**config.mk**
```make
export PLATFORM = sky130hd
export DESIGN_NAME = i_fetch_ctrl
export DESIGN_NICKNAME = d
export VERILOG_FILES = /design/src/rtl/i_fetch_ctrl.sv
export SDC_FILE = /design/constraint.sdc
export NUM_CORES = 1
export LEC_CHECK = 0
export BUFFER_PORTS_ARGS = -buffer_cell sky130_fd_sc_hd__buf_2
export CORE_MARGIN = 1.5
export CORE_UTILIZATION = 35
export DETAILED_ROUTE_END_ITERATION = 10
export GPL_ROUTABILITY_DRIVEN = 0
export PLACE_DENSITY = 0.66
export SLEW_MARGIN = 10
export SYNTH_ARGS = -nofsm -noshare
export SYNTH_HDL_FRONTEND = slang
export SYNTH_SLANG_ARGS = --single-unit
```
**constraint.sdc**
```tcl
create_clock -name clk -period 5.11 [get_ports clk]
set_input_delay 0.7665 -clock clk [delete_from_list [all_inputs] [get_ports clk]]
set_output_delay 0.7665 -clock clk [all_outputs]
set_load 0.02 [all_outputs]
```
**src/rtl/i_fetch_ctrl.sv**
```systemverilog
// Instruction-fetch sequencer: byte beats from the instruction store are packed into one instruction for decode.
// Latency: first beat request 1 cycle after reset/redirect/accept; instr_valid_o 4 beats later (5-cycle peak rate).
// Backpressure: HOLD keeps instr_o/pc_o frozen and issues no requests until instr_ready_i; redirect pre-empts everything.
//
// Ports:
//   clk, rst                    clock (rising edge), asynchronous active-high reset
//   redirect_i, redirect_pc_i   load a new fetch PC (branch/jump/flush)
//   mem_req_o, mem_addr_o       one-element read request, address = pc + beat index
//   mem_rdata_i, mem_ack_i      read data and beat completion (only looked at while requesting)
//   instr_valid_o, instr_ready_i, instr_o, pc_o   instruction handshake towards decode
//   fault_o                     fetch PC misaligned or outside the store

module i_fetch_ctrl #(
   parameter int DPW       = 32,
   parameter int ElemWidth = 8,
   parameter int MemDepth  = 120,
   parameter int ResetPC   = 0
) (
   input  logic                 clk,
   input  logic                 rst,
   input  logic                 redirect_i,
   input  logic [DPW-1:0]       redirect_pc_i,
   output logic                 mem_req_o,
   output logic [DPW-1:0]       mem_addr_o,
   input  logic [ElemWidth-1:0] mem_rdata_i,
   input  logic                 mem_ack_i,
   output logic                 instr_valid_o,
   input  logic                 instr_ready_i,
   output logic [DPW-1:0]       instr_o,
   output logic [DPW-1:0]       pc_o,
   output logic                 fault_o
);

   localparam int Beats = DPW / ElemWidth;
   localparam int BW    = (Beats > 1) ? $clog2(Beats) : 1;

   // Highest PC whose whole instruction still lies inside the store.
   localparam logic [DPW-1:0] LastPc  = DPW'(MemDepth - Beats);
   localparam logic [DPW-1:0] PcStep  = DPW'(4);
   localparam logic [DPW-1:0] PcReset = DPW'(ResetPC);
   localparam logic [BW-1:0]  LastBeat = BW'(Beats - 1);

   typedef enum logic [1:0] {
      ST_FETCH = 2'd0,
      ST_HOLD  = 2'd1,
      ST_FAULT = 2'd2
   } state_t;

   state_t             state, state_nxt;
   logic [DPW-1:0]     pc, pc_nxt;
   logic [BW-1:0]      beat_cnt, beat_nxt;
   logic [DPW-1:0]     instr_q, instr_nxt;
   logic [DPW-1:0]     pc_q, pc_q_nxt;
   logic [DPW-1:0]     pc_inc;

   // Full-width compare: a huge PC must not alias into range by truncation.
   function automatic logic out_of_range(input logic [DPW-1:0] a);
      return (a[1:0] != 2'b00) || (a > LastPc);
   endfunction

   assign pc_inc     = pc + PcStep;
   assign mem_addr_o = pc + {{(DPW-BW){1'b0}}, beat_cnt};
   assign instr_o    = instr_q;
   assign pc_o       = pc_q;

   // State register
   always_ff @(posedge clk or posedge rst) begin
      if (rst) begin
         state <= ST_FETCH;
      end else begin
         state <= state_nxt;
      end
   end

   // Datapath registers
   always_ff @(posedge clk or posedge rst) begin
      if (rst) begin
         pc       <= PcReset;
         beat_cnt <= '0;
         instr_q  <= '0;
         pc_q     <= PcReset;
      end else begin
         pc       <= pc_nxt;
         beat_cnt <= beat_nxt;
         instr_q  <= instr_nxt;
         pc_q     <= pc_q_nxt;
      end
   end

   // Next state, datapath updates and outputs
   always_comb begin
      state_nxt     = state;
      pc_nxt        = pc;
      beat_nxt      = beat_cnt;
      instr_nxt     = instr_q;
      pc_q_nxt      = pc_q;
      mem_req_o     = 1'b0;
      instr_valid_o = 1'b0;
      fault_o       = 1'b0;

      case (state)
         ST_FETCH: begin
            // Held low while reset is asserted so the first request
            // appears only once reset has been released.
            mem_req_o = !rst;
            if (mem_ack_i) begin
               for (int b = 0; b < Beats; b++) begin
                  if (beat_cnt == BW'(b)) begin
                     instr_nxt[b*ElemWidth +: ElemWidth] = mem_rdata_i;
                  end
               end
               if (beat_cnt == LastBeat) begin
                  beat_nxt  = '0;
                  pc_q_nxt  = pc;
                  state_nxt = ST_HOLD;
               end else begin
                  beat_nxt = beat_cnt + BW'(1);
               end
            end
         end

         ST_HOLD: begin
            instr_valid_o = 1'b1;
            if (instr_ready_i) begin
               pc_nxt    = pc_inc;
               state_nxt = out_of_range(pc_inc) ? ST_FAULT : ST_FETCH;
            end
         end

         ST_FAULT: begin
            fault_o = 1'b1;
         end

         default: begin
            state_nxt = ST_FETCH;
         end
      endcase

      // Redirect overrides everything computed above: any ack or transfer
      // in this cycle is dropped and partially assembled bytes are left
      // unused (the next fetch overwrites every beat).
      if (redirect_i) begin
         pc_nxt        = redirect_pc_i;
         beat_nxt      = '0;
         instr_nxt     = instr_q;
         pc_q_nxt      = pc_q;
         instr_valid_o = 1'b0;
         state_nxt     = out_of_range(redirect_pc_i) ? ST_FAULT : ST_FETCH;
      end
   end

endmodule

```
==> qor.csv, run 1 <==
stage,metric,value,unit
setup_path,"Max FO, Critical Path",12,
clocking,CTS Sinks,100,
floorplan,effective utilization at floorplan,35.9,%
timing,final worst path period share,74.6,%
clocking,number of gates resized after CTS,0,
grt,antenna violations before repair,0,
timing,clock tree skew after final layout,0.0108,ns
synth,number of standard cells after synthesis,547,
setup_path,Crit path required time,4.34,ns
clocking,buffers inserted during post-CTS setup optimization,0,
synth,leading register cell type out of synthesis,sky130_fd_sc_hd__dfrtp_1,
synth,Synth Area in XOR/XNOR,10.6,%
timing,slew margin rel.,46.0,%
floorplan,DIE AREA,16300,um^2
grt,wire length of the first global-routing pass,23100,um
clocking,clock tree from TritonCTS,yes,
routing,remaining routing DRC violations,0,
power_and_ir_drop,Int Power,1.25,mW
job,Maximum Capacitance Violations,0,
setup_path,Reg2Reg Depth,8,
timing,clock period minus final worst setup slack,3.81,ns
routing,final antenna-violating net count,0,
synth,mapped cell area,5460,um^2
synth,multiplexer fraction of the synthesized cell area,12.4,%
synth,fraction of the mapped netlist area in compound gates,7.04,%
grt,final global-route overflow total,0,
finish,number of filler instances in the final layout,1512,
grt,pin count of the biggest net entering global routing,57,
timing,Final Hold Viols,0,
grt,GR Util All Layers,18.7,%
placed_design,DP Wirelength,11100,um
floorplan,total core area,15200,um^2
setup_path,beginning of the critical path,pc[7],
power_and_ir_drop,Net Switching,0.550,mW
setup_path,arrival time reported for the critical path endpoint,3.04,ns
setup_path,slack of the worst reg-to-reg path,2.03,ns
timing,Setup Total Neg Slack,0,ns
placed_design,Port-buffer cells,143,
synth,Synthesized Nets,601,
finish,net count reported at finish,720,
routing,vias post-DR,4438,
synth,warning count from the yosys run,0,
routing,number of vias per cell,5.17,
synth,"share of synthesized cell area in and, or, nand and nor gates",17.8,%
power_and_ir_drop,maximum vdd ir drop,0.157,mV
finish,total area of multi-input combinational cells,2730,um^2
setup_path,class of the most critical setup path,register to output port,
finish,# diodes,0,
synth,Synth Area per Inst,9.97,um^2
clocking,worst-skew pair later-pin latency,0.36,ns
timing,Max Clk Rate,262,MHz
power_and_ir_drop,static leakage,3.20,nW
power_and_ir_drop,total chip power,1.80,mW
synth,"EDFF count, synth",0,
synth,count of different cell masters after synthesis,47,
synth,Synth Register Bits,100,
power_and_ir_drop,Sw Share,30.5,%
synth,share of flip-flops with an asynchronous set or reset,100,%
floorplan,die width,128,um
setup_path,worst setup path endpoint,mem_addr_o[31],
clocking,H-tree depth reported by CTS,3,
finish,area growth from synthesis to layout,20.6,%
clocking,Post-CTS Hold Fix Bufs,0,
routing,routed length per placed instance,17.4,um
floorplan,Core Rows,45,
power_and_ir_drop,clock network fraction of design power,39.5,%
power_and_ir_drop,PD cells,274,nW/um^2
grt,via count of the first global-routing pass,4245,
clocking,CTS Root Buffer Type,sky130_fd_sc_hd__clkbuf_16,
routing,starting DRC count in detailed routing,278,
setup_path,launch point of the worst reg-to-reg path,pc[2],
timing,slew at the pin with the worst max-slew slack,0.810,ns
setup_path,crit start category,register,
synth,dominant combinational cell family by area after synthesis,simple AND/OR/NAND/NOR gates,
timing,Finish-stage setup viols,0,
synth,sequential element share of the synthesized area,45.9,%
routing,Pre-Repair DR Iteration Count,5,
floorplan,vertical extent of the die,128,um
clocking,post-CTS clock slew at the launch and capture registers of the worst setup and hold paths,0.08,ns
finish,Sequential cell area,2500,um^2
floorplan,I/O pins,144,
routing,final routed wirelength across all metal layers,15000,um
timing,total count of max-transition violations in the final report,0,
clocking,number of clock buffers inserted by TritonCTS,9,
run_status,result of the run,"finished, final reports clean",
setup_path,kind of end point of the critical path,output port,
setup_path,end of the worst register-to-register path,state[1],
timing,RSZ-0062 raised after global routing,false,
power_and_ir_drop,Reg power frac,48.4,%
power_and_ir_drop,power share of the combinational group,12.1,%
synth,"share of synthesized cell area in full adder, half adder and majority cells",2.20,%
worst_hold_path,class of the tightest hold or removal check,register to register,
finish,share of layout cells above drive strength 1,34.9,%
clocking,CTS Buffer Depth,2,
-- worst max-delay path: stages (launching register included) --
cell and delay [ns]:
sky130_fd_sc_hd__dfrtp_1 0.59, sky130_fd_sc_hd__nand4_4 0.18, sky130_fd_sc_hd__or3_1 0.56, sky130_fd_sc_hd__nor4_4 0.48
sky130_fd_sc_hd__nand3_2 0.25, sky130_fd_sc_hd__nor3_1 0.26, sky130_fd_sc_hd__xor2_1 0.16, sky130_fd_sc_hd__buf_2 0.18
-- final cells by class --
cell class | count | share of cell area (%)
Multi-Input combinational cell | 396 | 41.5
Timing Repair Buffer | 146 | 11.2
Tap cell | 188 | 3.58
Clock inverter | 7 | 1.43
Inverter | 13 | 0.780
Clock buffer | 9 | 3.42
Sequential cell | 100 | 38.1
-- state kept, by name, summed over array words and instances, names as in the netlist --
register	count
instr_o	32
pc_o	32
beat_cnt	2
pc	32
state	2
-- routing by layer --
layer	GRT usage, %	part of all wire, %	vias to the layer above
met5	0	0	-
li1	-	-	2118
met1	25.4	47	2151
met4	6.41	1.8	0
met2	29.4	46	149
met3	4.26	5.5	20
-- cell usage in the layout, fill, tap and decap left out, drive strengths merged, types with 2 or more instances in the layout --
master  instances
or3             2
dfrtp         100
xnor2          38
o21ai          40
inv            15
nand2          73
xor2           28
o311ai          4
a22oi           4
buf           146
and3            3
clkbuf          9
nand3          20
nand4          16
a21oi           6
nor4           11
nor3           15
nand2b          2
ha              8
mux2           60
o31ai           2
clkinv          5
nor2           46
and4            2
-- worst min path at each step --
stage | depth (start not counted) | start | endpoint
after floorplan | 1 | pc[0] | pc[0]
after global placement | 2 | pc_o[28] | pc_o[28]
after detailed placement | 2 | pc_o[28] | pc_o[28]
after CTS | 2 | pc_o[28] | pc_o[28]
after global routing | 1 | instr_o[8] | instr_o[8]
final | 2 | pc_o[28] | pc_o[28]
-- synth_stat cells (2+ instances only) --
cell type                  instances  area (um^2)
sky130_fd_sc_hd__a21oi_1           6         30.0
sky130_fd_sc_hd__a22oi_1           4         30.0
sky130_fd_sc_hd__and3_1            2         12.5
sky130_fd_sc_hd__and4_1            2         17.5
sky130_fd_sc_hd__buf_1             4         15.0
sky130_fd_sc_hd__buf_2             9         45.0
sky130_fd_sc_hd__buf_6             3         33.8
sky130_fd_sc_hd__clkbuf_1         22         82.6
sky130_fd_sc_hd__dfrtp_1         100         2500
sky130_fd_sc_hd__ha_1              8          100
sky130_fd_sc_hd__inv_1            13         48.8
sky130_fd_sc_hd__mux2_2           60          676
sky130_fd_sc_hd__nand2_1          73          274
sky130_fd_sc_hd__nand2b_1          2         12.5
sky130_fd_sc_hd__nand3_1          19         95.1
sky130_fd_sc_hd__nand4_1          15         93.8
sky130_fd_sc_hd__nor2_1           46          173
sky130_fd_sc_hd__nor3_1           13         65.1
sky130_fd_sc_hd__nor3_2            2         20.0
sky130_fd_sc_hd__nor4_1            9         56.3
sky130_fd_sc_hd__nor4_4            2         42.5
sky130_fd_sc_hd__o21ai_0          39          195
sky130_fd_sc_hd__o311ai_0          4         35.0
sky130_fd_sc_hd__o31ai_1           2         15.0
sky130_fd_sc_hd__or3_1             2         12.5
sky130_fd_sc_hd__xnor2_1          38          333
sky130_fd_sc_hd__xor2_1           28          245
-- cells by family after synthesis --
family | after synthesis
DFF | 100
and+or+nand+nor | 197
xor gates and xnor gates | 66
AOI/OAI and AO/OA | 64
buffers and inverters | 51
muxes | 60
adders and majority gates | 9
-- power groups by stage --
stage          sequential (mW)  combinational, mW  clock (mW)
3_3_place_gp             0.887              0.218           0
5_1_grt                  0.880              0.238       0.756
4_1_cts                  0.873              0.220       0.731
6_report                 0.874              0.217       0.713
3_5_place_dp             0.888              0.218           0
2_1_floorplan            0.851              0.173           0
-- metrics by stage --
stage	instance area, um^2	util (%)	setup slack, ns	hold WS [ns]	cells
floorplan	5460	-	1.72	0.530	547
global placement	6260	41.2	1.76	0.461	843
detailed placement	6260	41.2	1.69	0.466	843
CTS	6580	43.3	1.29	0.483	859
global route	6580	43.3	1.05	0.514	859
finish	6580	43.3	1.30	0.480	859
(Power assumes the default switching activity.)
==> run 2, diff against run 1 <==
--- a/config.mk
+++ b/config.mk
@@ -5,12 +5,13 @@
 export SDC_FILE = /design/constraint.sdc
 export NUM_CORES = 1
 export LEC_CHECK = 0
+export ABC_AREA = 1
 export BUFFER_PORTS_ARGS = -buffer_cell sky130_fd_sc_hd__buf_2
 export CORE_MARGIN = 1.5
 export CORE_UTILIZATION = 35
 export DETAILED_ROUTE_END_ITERATION = 10
 export GPL_ROUTABILITY_DRIVEN = 0
-export PLACE_DENSITY = 0.66
+export PLACE_DENSITY = 0.68
 export SLEW_MARGIN = 10
 export SYNTH_ARGS = -nofsm -noshare
 export SYNTH_HDL_FRONTEND = slang
==> constraint.sdc (replaced) <==
create_clock -name clk -period 3.3 [get_ports clk]
set_input_delay 0.495 -clock clk [delete_from_list [all_inputs] [get_ports clk]]
set_output_delay 0.495 -clock clk [all_outputs]
set_load 0.02 [all_outputs]
==> run 2 against run 1 <==
  * Via count increased by 20%
  * Worst hold slack got worse by 0.22 ns
  * Core utilization is 1.1 points higher
  * Total power is 60% higher
  * Critical path depth did not move
  * Non-clock buffer count grew 3
==> qor.csv, run 2 <==
stage,metric,value,unit
routing,number of vias per cell,4.94,
setup_path,Reg2Reg Depth,6,
power_and_ir_drop,static leakage,3.44,nW
routing,M1 WL,7850,um
setup_path,"Max FO, Critical Path",9,
synth,warning count from the yosys run,0,
floorplan,total core area,15300,um^2
setup_path,critical path's largest stage delay,0.59,ns
clocking,CTS Buffer Depth,2,
grt,final global-route overflow total,0,
setup_path,critical path cell sequence,"ha_1, inv_1, fa_1, nor3_1, nand2_1, xor2_1, buf_2",
timing,final worst path period share,92.4,%
clocking,worst-skew pair later-pin latency,0.36,ns
synth,mapped cell area,5520,um^2
grt,antenna violations before repair,0,
clocking,H-tree depth reported by CTS,3,
routing,final routed wirelength across all metal layers,17000,um
synth,top cells by instance count after synthesis,"sky130_fd_sc_hd__nand2_1, sky130_fd_sc_hd__dfrtp_1, sky130_fd_sc_hd__o21ai_0, sky130_fd_sc_hd__inv_1, sky130_fd_sc_hd__nor2_1",
placed_design,Port-buffer cells,143,
job,Maximum Capacitance Violations,0,
routing,vias post-DR,5320,
setup_path,kind of end point of the critical path,output port,
finish,area growth from synthesis to layout,23.1,%
grt,via count of the first global-routing pass,5006,
finish,net count reported at finish,916,
power_and_ir_drop,maximum vdd ir drop,0.288,mV
setup_path,cell class contributing the biggest share of worst-path delay,adder cells,
routing,detailed route wirelength on metal2,7460,um
setup_path,Critical path buffers and inverters,2,
timing,clock tree skew after final layout,0.00970,ns
finish,"commonest cells after routing, fill and taps aside","sky130_fd_sc_hd__nand2_1, sky130_fd_sc_hd__buf_2, sky130_fd_sc_hd__dfrtp_1",
floorplan,DIE AREA,16500,um^2
routing,routed length per placed instance,15.8,um
finish,number of filler instances in the final layout,1610,
synth,most common cell in the synthesized netlist,sky130_fd_sc_hd__nand2_1,
finish,most common library cell in the layout ignoring fill and taps,sky130_fd_sc_hd__nand2_1,
clocking,Post-CTS Hold Fix Bufs,0,
timing,Finish-stage setup viols,0,
setup_path,Crit path required time,2.80,ns
floorplan,I/O pins,144,
synth,"EDFF count, synth",0,
timing,slew at the pin with the worst max-slew slack,1.10,ns
timing,Setup Total Neg Slack,0,ns
synth,largest cells by area after synthesis,"sky130_fd_sc_hd__dfrtp_1, sky130_fd_sc_hd__nand2_1, sky130_fd_sc_hd__o21ai_0",
setup_path,slack of the worst reg-to-reg path,1.06,ns
power_and_ir_drop,PD cells,423,nW/um^2
setup_path,cell with the largest stage delay on the worst path,sky130_fd_sc_hd__fa_1,
finish,final core utilization,44.4,%
routing,remaining routing DRC violations,0,
grt,wire length of the first global-routing pass,26700,um
setup_path,end of the worst register-to-register path,pc[15],
routing,Pre-Repair DR Iteration Count,5,
finish,share of layout cells above drive strength 1,22.6,%
floorplan,effective utilization at floorplan,36.0,%
synth,share of flip-flops with an asynchronous set or reset,100,%
synth,Synth Area per Inst,7.64,um^2
routing,met3 WL post-DR,1210,um
setup_path,arrival time reported for the critical path endpoint,2.55,ns
timing,Final Hold Viols,0,
timing,Max Clk Rate,328,MHz
routing,Highest Signal Layer,met4,
synth,Synthesized Nets,777,
synth,leading register cell type out of synthesis,sky130_fd_sc_hd__dfrtp_1,
setup_path,launch point of the worst reg-to-reg path,state[1],
synth,count of different cell masters after synthesis,27,
setup_path,crit start category,register,
clocking,number of gates resized after CTS,0,
routing,starting DRC count in detailed routing,351,
setup_path,beginning of the critical path,beat_cnt[0],
floorplan,Core Rows,45,
finish,# diodes,0,
worst_hold_path,class of the tightest hold or removal check,input port to asynchronous set/reset pin,
clocking,post-CTS clock slew at the launch and capture registers of the worst setup and hold paths,0.08,ns
clocking,clock tree from TritonCTS,yes,
clocking,number of clock buffers inserted by TritonCTS,9,
clocking,buffers inserted during post-CTS setup optimization,0,
setup_path,worst setup path endpoint,mem_addr_o[20],
synth,sequential element share of the synthesized area,45.3,%
synth,biggest area consumer among synthesized cells,sky130_fd_sc_hd__dfrtp_1,
run_status,result of the run,"finished, final reports clean",
timing,total count of max-transition violations in the final report,0,
clocking,CTS Sinks,100,
floorplan,die width,129,um
floorplan,vertical extent of the die,129,um
clocking,CTS Root Buffer Type,sky130_fd_sc_hd__clkbuf_16,
timing,RSZ-0062 raised after global routing,false,
grt,GR Util All Layers,21.1,%
synth,number of standard cells after synthesis,723,
synth,share of the synthesized area in the top cell type,45.3,%
setup_path,Crit. path cell count,7,
timing,slew margin rel.,26.5,%
grt,pin count of the biggest net entering global routing,56,
timing,clock period minus final worst setup slack,3.05,ns
setup_path,class of the most critical setup path,register to output port,
routing,final antenna-violating net count,0,
placed_design,DP Wirelength,12800,um
synth,Synth Register Bits,100,
==> run 2: routing by layer <==
metal | GRT usage [%] | vias up
met1 | 28.8 | 2454
met3 | 5.11 | 32
met5 | 0 | -
met2 | 32.6 | 223
met4 | 7.67 | 0
li1 | - | 2611
==> run 2: cells by family after synthesis <==
kind of cell	Yosys count	share of synthesized area (%)
AO/OA/AOI/OAI	110	11.7
XOR/XNOR	31	4.92
adder cells (fa/ha/maj)	9	2.18
buffers and inverters	95	6.46
flip-flops	100	45.3
AND/OR/NAND/NOR	378	29.4
==> run 2: report_power, final <==
| part | internal [mW] | switching [mW] | total (mW) |
|---|---|---|---|
| sequential | 1.28 | 0.0645 | 1.34 |
| combinational | 0.145 | 0.314 | 0.459 |
| clock | 0.538 | 0.542 | 1.08 |
| total | 1.96 | 0.920 | 2.88 |
==> run 2: worst register-to-register path, cell delays in order (launching register included) <==
cell,delay [ns]
sky130_fd_sc_hd__dfrtp_1,0.39
sky130_fd_sc_hd__inv_1,0.09
sky130_fd_sc_hd__nand3_1,0.10
sky130_fd_sc_hd__nor2_1,0.84
sky130_fd_sc_hd__buf_4,0.35
sky130_fd_sc_hd__inv_1,0.17
sky130_fd_sc_hd__o221ai_1,0.22
==> run 2: stage by stage <==
step           total power, mW  std cells  cell area (um^2)  setup slack (ns)  hold slack, ns
5_1_grt                   3.01       1078              6800            0.0890           0.313
3_3_place_gp              1.82       1062              6500             0.760           0.460
2_1_floorplan             1.64        723              5520             0.186           0.534
3_5_place_dp              1.82       1062              6500             0.708           0.468
4_1_cts                   2.91       1078              6800             0.289           0.289
6_report                  2.88       1078              6800             0.252           0.258
==> run 2: worst min-delay path by stage <==
stage	cells after the start	end	from
after floorplan	2	pc[0]	pc[0]
after global placement	2	instr_o[23]	instr_o[23]
after detailed placement	2	instr_o[15]	instr_o[15]
after CTS	2	instr_o[27]	rst
after global routing	2	instr_o[13]	rst
final	2	instr_o[27]	rst
==> run 2: area by class of cell <==
class | instances | area (um^2) | area share (%)
clock buffers | 9 | 225 | 3.31
clock inverters | 7 | 73.8 | 1.09
inverters | 74 | 280 | 4.12
multi-input cells | 528 | 2670 | 39.2
flip-flops and latches | 100 | 2500 | 36.8
well taps | 211 | 264 | 3.88
repair buffers | 149 | 786 | 11.6
